### src/rtl/clk_div_pkg.sv
// Shared types and constants for the multi-channel integer clock divider.
package clk_div_pkg;
    typedef enum logic {
        ST_IDLE = 1'b0,
        ST_RUN  = 1'b1
    } ch_state_e;

    localparam int MIN_RATIO = 2;
endpackage

### src/rtl/clk_div_channel.sv
// One divider channel: integer ratio, floor(N/2) high then ceil(N/2) low,
// ratio and enable resampled only at period boundaries.
module clk_div_channel
    import clk_div_pkg::*;
#(
    parameter int RATIO_W = 8
) (
    input  logic               ref_clk,
    input  logic               rst_n,
    input  logic               clk_en,
    input  logic [RATIO_W-1:0] div_ratio,
    output logic               div_clk,
    output logic               active,
    output logic               ratio_err
);
    localparam logic [RATIO_W-1:0] ONE     = RATIO_W'(1);
    localparam logic [RATIO_W-1:0] MIN_VAL = RATIO_W'(MIN_RATIO);

    ch_state_e          state_q, state_d;
    logic [RATIO_W-1:0] ratio_q, ratio_d;
    logic [RATIO_W-1:0] cnt_q, cnt_d;
    logic               out_q, out_d;
    logic               err_q, err_d;
    logic               ratio_ok;
    logic               sample;

    always_comb begin
        state_d  = state_q;
        ratio_d  = ratio_q;
        cnt_d    = cnt_q;
        out_d    = out_q;
        err_d    = err_q;
        ratio_ok = (div_ratio >= MIN_VAL);
        // Idle channels and channels at their last count both look at the inputs.
        sample   = (state_q == ST_IDLE) || (cnt_q == ratio_q - ONE);

        if (sample) begin
            if (clk_en && ratio_ok) begin
                state_d = ST_RUN;
                ratio_d = div_ratio;
                cnt_d   = '0;
                out_d   = 1'b1;
                err_d   = 1'b0;
            end else begin
                state_d = ST_IDLE;
                out_d   = 1'b0;
                if (clk_en) err_d = 1'b1;
            end
        end else begin
            cnt_d = cnt_q + ONE;
            out_d = ((cnt_q + ONE) < (ratio_q >> 1));
        end
    end

    always_ff @(posedge ref_clk or negedge rst_n) begin
        if (!rst_n) begin
            state_q <= ST_IDLE;
            ratio_q <= '0;
            cnt_q   <= '0;
            out_q   <= 1'b0;
            err_q   <= 1'b0;
        end else begin
            state_q <= state_d;
            ratio_q <= ratio_d;
            cnt_q   <= cnt_d;
            out_q   <= out_d;
            err_q   <= err_d;
        end
    end

    assign div_clk   = out_q;
    assign active    = (state_q == ST_RUN);
    assign ratio_err = err_q;
endmodule

### src/rtl/multi_channel_clock_divider.sv
// NUM_CH independent integer dividers off one reference clock; each channel
// takes its ratio from its own RATIO_W slice of the packed ratio bus.
module multi_channel_clock_divider #(
    parameter int NUM_CH  = 4,
    parameter int RATIO_W = 8
) (
    input  logic                      I_ref_clk,
    input  logic                      I_rst_n,
    input  logic [NUM_CH*RATIO_W-1:0] I_div_ratio,
    input  logic [NUM_CH-1:0]         I_clk_en,
    output logic [NUM_CH-1:0]         o_div_clk,
    output logic [NUM_CH-1:0]         o_active,
    output logic [NUM_CH-1:0]         o_ratio_err
);
    for (genvar i = 0; i < NUM_CH; i++) begin : g_ch
        clk_div_channel #(
            .RATIO_W (RATIO_W)
        ) u_ch (
            .ref_clk   (I_ref_clk),
            .rst_n     (I_rst_n),
            .clk_en    (I_clk_en[i]),
            .div_ratio (I_div_ratio[i*RATIO_W +: RATIO_W]),
            .div_clk   (o_div_clk[i]),
            .active    (o_active[i]),
            .ratio_err (o_ratio_err[i])
        );
    end
endmodule

### config.mk
export PLATFORM = sky130hd
export DESIGN_NAME = multi_channel_clock_divider
export DESIGN_NICKNAME = d
export VERILOG_FILES = /design/src/rtl/clk_div_pkg.sv /design/src/rtl/clk_div_channel.sv /design/src/rtl/multi_channel_clock_divider.sv
export SDC_FILE = /design/constraint.sdc
export NUM_CORES = 1
export LEC_CHECK = 0
export BUFFER_PORTS_ARGS = -buffer_cell sky130_fd_sc_hd__buf_2
export CAP_MARGIN = 10
export CORE_MARGIN = 3
export CORE_UTILIZATION = 40
export DETAILED_ROUTE_END_ITERATION = 10
export PLACE_DENSITY = 0.55
export SYNTH_ARGS = -nofsm -noshare
export SYNTH_HDL_FRONTEND = slang
export SYNTH_SLANG_ARGS = --single-unit
### constraint.sdc
create_clock -name I_ref_clk -period 9 [get_ports I_ref_clk]
set_input_delay 1.35 -clock I_ref_clk [delete_from_list [all_inputs] [get_ports I_ref_clk]]
set_output_delay 1.35 -clock I_ref_clk [all_outputs]
set_load 0.05 [all_outputs]
==> flow_summary.json <==
{
  "synth_top_area_frac": 0.369,
  "cts-buffers-inserted": 9,
  "vias": 4040,
  "die_h_um": 120,
  "die_w_um": 120,
  "clkLatencyLatePin_ns": 0.34,
  "grt_max_degree": 77,
  "layout-drive-gt1-share": 0.204,
  "cts.clk_slew.worst_paths_ns": 0.06,
  "synthArstFlopShare": 1.00,
  "grt_pass1_vias": 4017,
  "die_area_um2": 14300,
  "synth_cell_type_count": 56,
  "antenna_found_initial": 0,
  "postCtsSetupBuffers": 0,
  "n_antenna_cell": 0,
  "placed_cells": 731,
  "slowest_stage": "o41ai_1",
  "rsz0062_at_grt": "false",
  "ant_nets": 0,
  "final_area_um2": 5850,
  "worstPathMaxFanout": 10,
  "synth-edff-count": 0,
  "place_area_um2": 5510,
  "worst-slew-pin-transition_ns": 0.974,
  "finalPower_uw": 1590,
  "nets": 644,
  "fin_crit_sh": 0.372,
  "clock_skew_ns": 0.00766,
  "holdBufCountCts": 0,
  "viasPerCell": 5.41,
  "ys.flop_type": "dfrtp_1",
  "peakVddDrop_mv": 0.156,
  "worstSetupPathType": "in2reg",
  "drc": 0,
  "root_buffer": "clkbuf_16",
  "period_minus_slack_ns": 3.35,
  "grt_pass1_wl_um": 20100,
  "crit_arrival_ns": 3.57,
  "setup_ws_ns": 5.65,
  "maxCapViolations": 0,
  "synth_area_leaders": "dfrtp_1, ha_1, mux2_2, xnor2_1, xor2_1",
  "synthCells": 536,
  "setup_viol": 0,
  "first_pass_iters": 4,
  "max_clock_freq_mhz": 299,
  "yosysTopAreaCell": "dfrtp_1",
  "tns_ns": 0,
  "fillers": 1213,
  "ys_ff_latch": 76,
  "start_util": 0.419,
  "grt_overflow": 0,
  "synth.net_count": 606,
  "core_um2": 12300,
  "syn_area_um2": 5150,
  "crit_path_start_kind": "input pin",
  "wl_per_cell_um": 15.6,
  "crit_required_ns": 9.22,
  "grt_usage": 0.172,
  "synth_seq_area_share": 0.369,
  "dp_hpwl_um": 8520,
  "globalplace.congestion": 0.804,
  "drt_wl_total_um": 11600,
  "io_pins": 50,
  "power_per_cell_area_nw_per_um2": 271,
  "drv_slew": 0,
  "status": "complete, no violations",
  "syn_area_per_cell_um2": 9.62,
  "first_iter_violations": 245,
  "cts_tree": "built",
  "hold_class": "reg2reg",
  "slew_headroom": 0.351,
  "dp_slack_ns": 5.29,
  "crit_chain": "buf_2, or4_1, o41ai_1, or3_1, mux2_2",
  "clock-sinks": 76,
  "cpPeakStageDelay_ns": 0.77,
  "yosysWarningCount": 0,
  "hold_violations": 0,
  "portBuffers": 49,
  "cp-end-kind": "flop",
  "syn2layout_area_growth_pct": 13.5,
  "htreeDepth": 3,
  "p_leak_uw": 0.00264,
  "rows": 40,
  "fin_cells": 747,
  "cts_buffer_depth": 2,
  "cts_resized": 0
}
## worst max-delay path: cells and delay by family
family,cells,cell delay [ns]
AND/OR/NAND/NOR,2,0.96
AO/OA/AOI/OAI,1,0.77
multiplexers,1,0.38
buffers and inverters,1,0.10
## cell type report
cell class,count,area [µm²],share of cell area
inverters,44,165,0.0282
multi-input cells,388,2940,0.503
flip-flops and latches,76,1900,0.325
clock buffers,10,229,0.0391
well taps,168,210,0.0359
repair buffers,55,290,0.0496
clock inverters,6,111,0.0190
## worst paths after layout
path	from	endpoint	slack [ns]	cells past startpoint
max in group asynchronous	I_rst_n	g_ch[0].u_ch.ratio_q[6]$_DFFE_PN0P_	7.20	1
worst max-delay path	I_div_ratio[28]	g_ch[3].u_ch.ratio_q[4]$_DFFE_PN0P_	5.65	5
min in group asynchronous	I_rst_n	g_ch[2].u_ch.ratio_q[0]$_DFFE_PN0P_	1.17	1
worst min-delay path	g_ch[3].u_ch.ratio_err$_DFFE_PN0P_	g_ch[3].u_ch.ratio_err$_DFFE_PN0P_	0.51	1
worst max register to register	g_ch[3].u_ch.ratio_q[1]$_DFFE_PN0P_	g_ch[3].u_ch.ratio_q[4]$_DFFE_PN0P_	5.66	6
worst min register to register	g_ch[3].u_ch.ratio_err$_DFFE_PN0P_	g_ch[3].u_ch.ratio_err$_DFFE_PN0P_	0.51	1
## logic make-up (layout without fill, tap and decap cells)
kind of cell | count (synthesis) | count (layout) | share of synthesized area
AND/OR/NAND/NOR | 147 | 147 | 0.148
AO/OA/AOI/OAI | 116 | 116 | 0.169
adder cells (fa/ha/maj) | 32 | 32 | 0.0777
multiplexers | 38 | 38 | 0.0816
XOR/XNOR | 55 | 55 | 0.0934
flip-flops | 76 | 76 | 0.369
buffers and inverters | 72 | 115 | 0.0621
## Yosys cell counts (all sizes together) (2+ instances only)
cell / instances
dfrtp: 76
inv: 44
ha: 32
mux2: 32
nand2: 31
nand3: 31
xnor2: 30
o21ai: 26
xor2: 25
nor2: 21
buf: 18
a21oi: 13
clkbuf: 10
nor3: 10
and3: 9
nand2b: 9
or4: 9
a21o: 8
o31ai: 8
o41ai: 8
o211ai: 7
o21a: 7
a31o: 6
mux2i: 6
a22o: 5
and2: 5
nand4: 5
a21boi: 4
o221ai: 4
or2: 4
a211oi: 3
a22oi: 3
nor4: 3
or3: 3
a31oi: 2
a32oi: 2
o21bai: 2
o31a: 2
or3b: 2
## through the flow
step | hold slack [ns] | util
finish | 0.506 | 0.475
global route | 0.534 | 0.475
detailed placement | 0.492 | 0.448
CTS | 0.506 | 0.475
global placement | 0.479 | 0.447
floorplan | 0.465 | -
## cells in the final DEF, fill, tap and decap left out, types with 21 or more instances in the layout
| cell | instances |
|---|---|
| buf_2 | 49 |
| dfrtp_1 | 76 |
| ha_1 | 32 |
| inv_1 | 44 |
| mux2_2 | 32 |
| nand2_1 | 31 |
| nand3_1 | 31 |
| nor2_1 | 21 |
| o21ai_0 | 26 |
| xnor2_1 | 30 |
| xor2_1 | 25 |
## power breakdown
| part | internal (µW) | switching, µW |
|---|---|---|
| clock | 272 | 150 |
| combinational | 290 | 344 |
| sequential | 417 | 115 |
| total | 979 | 608 |
## registers in the layout (all words and copies together), names as in the netlist
register / flops
g_ch.u_ch.active: 4
g_ch.u_ch.ratio_q: 32
g_ch.u_ch.div_clk: 4
g_ch.u_ch.ratio_err: 4
g_ch.u_ch.cnt_q: 32
## metal layers
metal | vias to the layer above | GRT usage | wire length [µm]
li1 | 1993 | - | -
met1 | 1980 | 0.240 | 5830
met2 | 63 | 0.270 | 5350
met3 | 4 | 0.0424 | 409
met4 | 0 | 0.0365 | 51
met5 | - | 0 | 0
No activity file was read; power rests on OpenSTA's default activity.
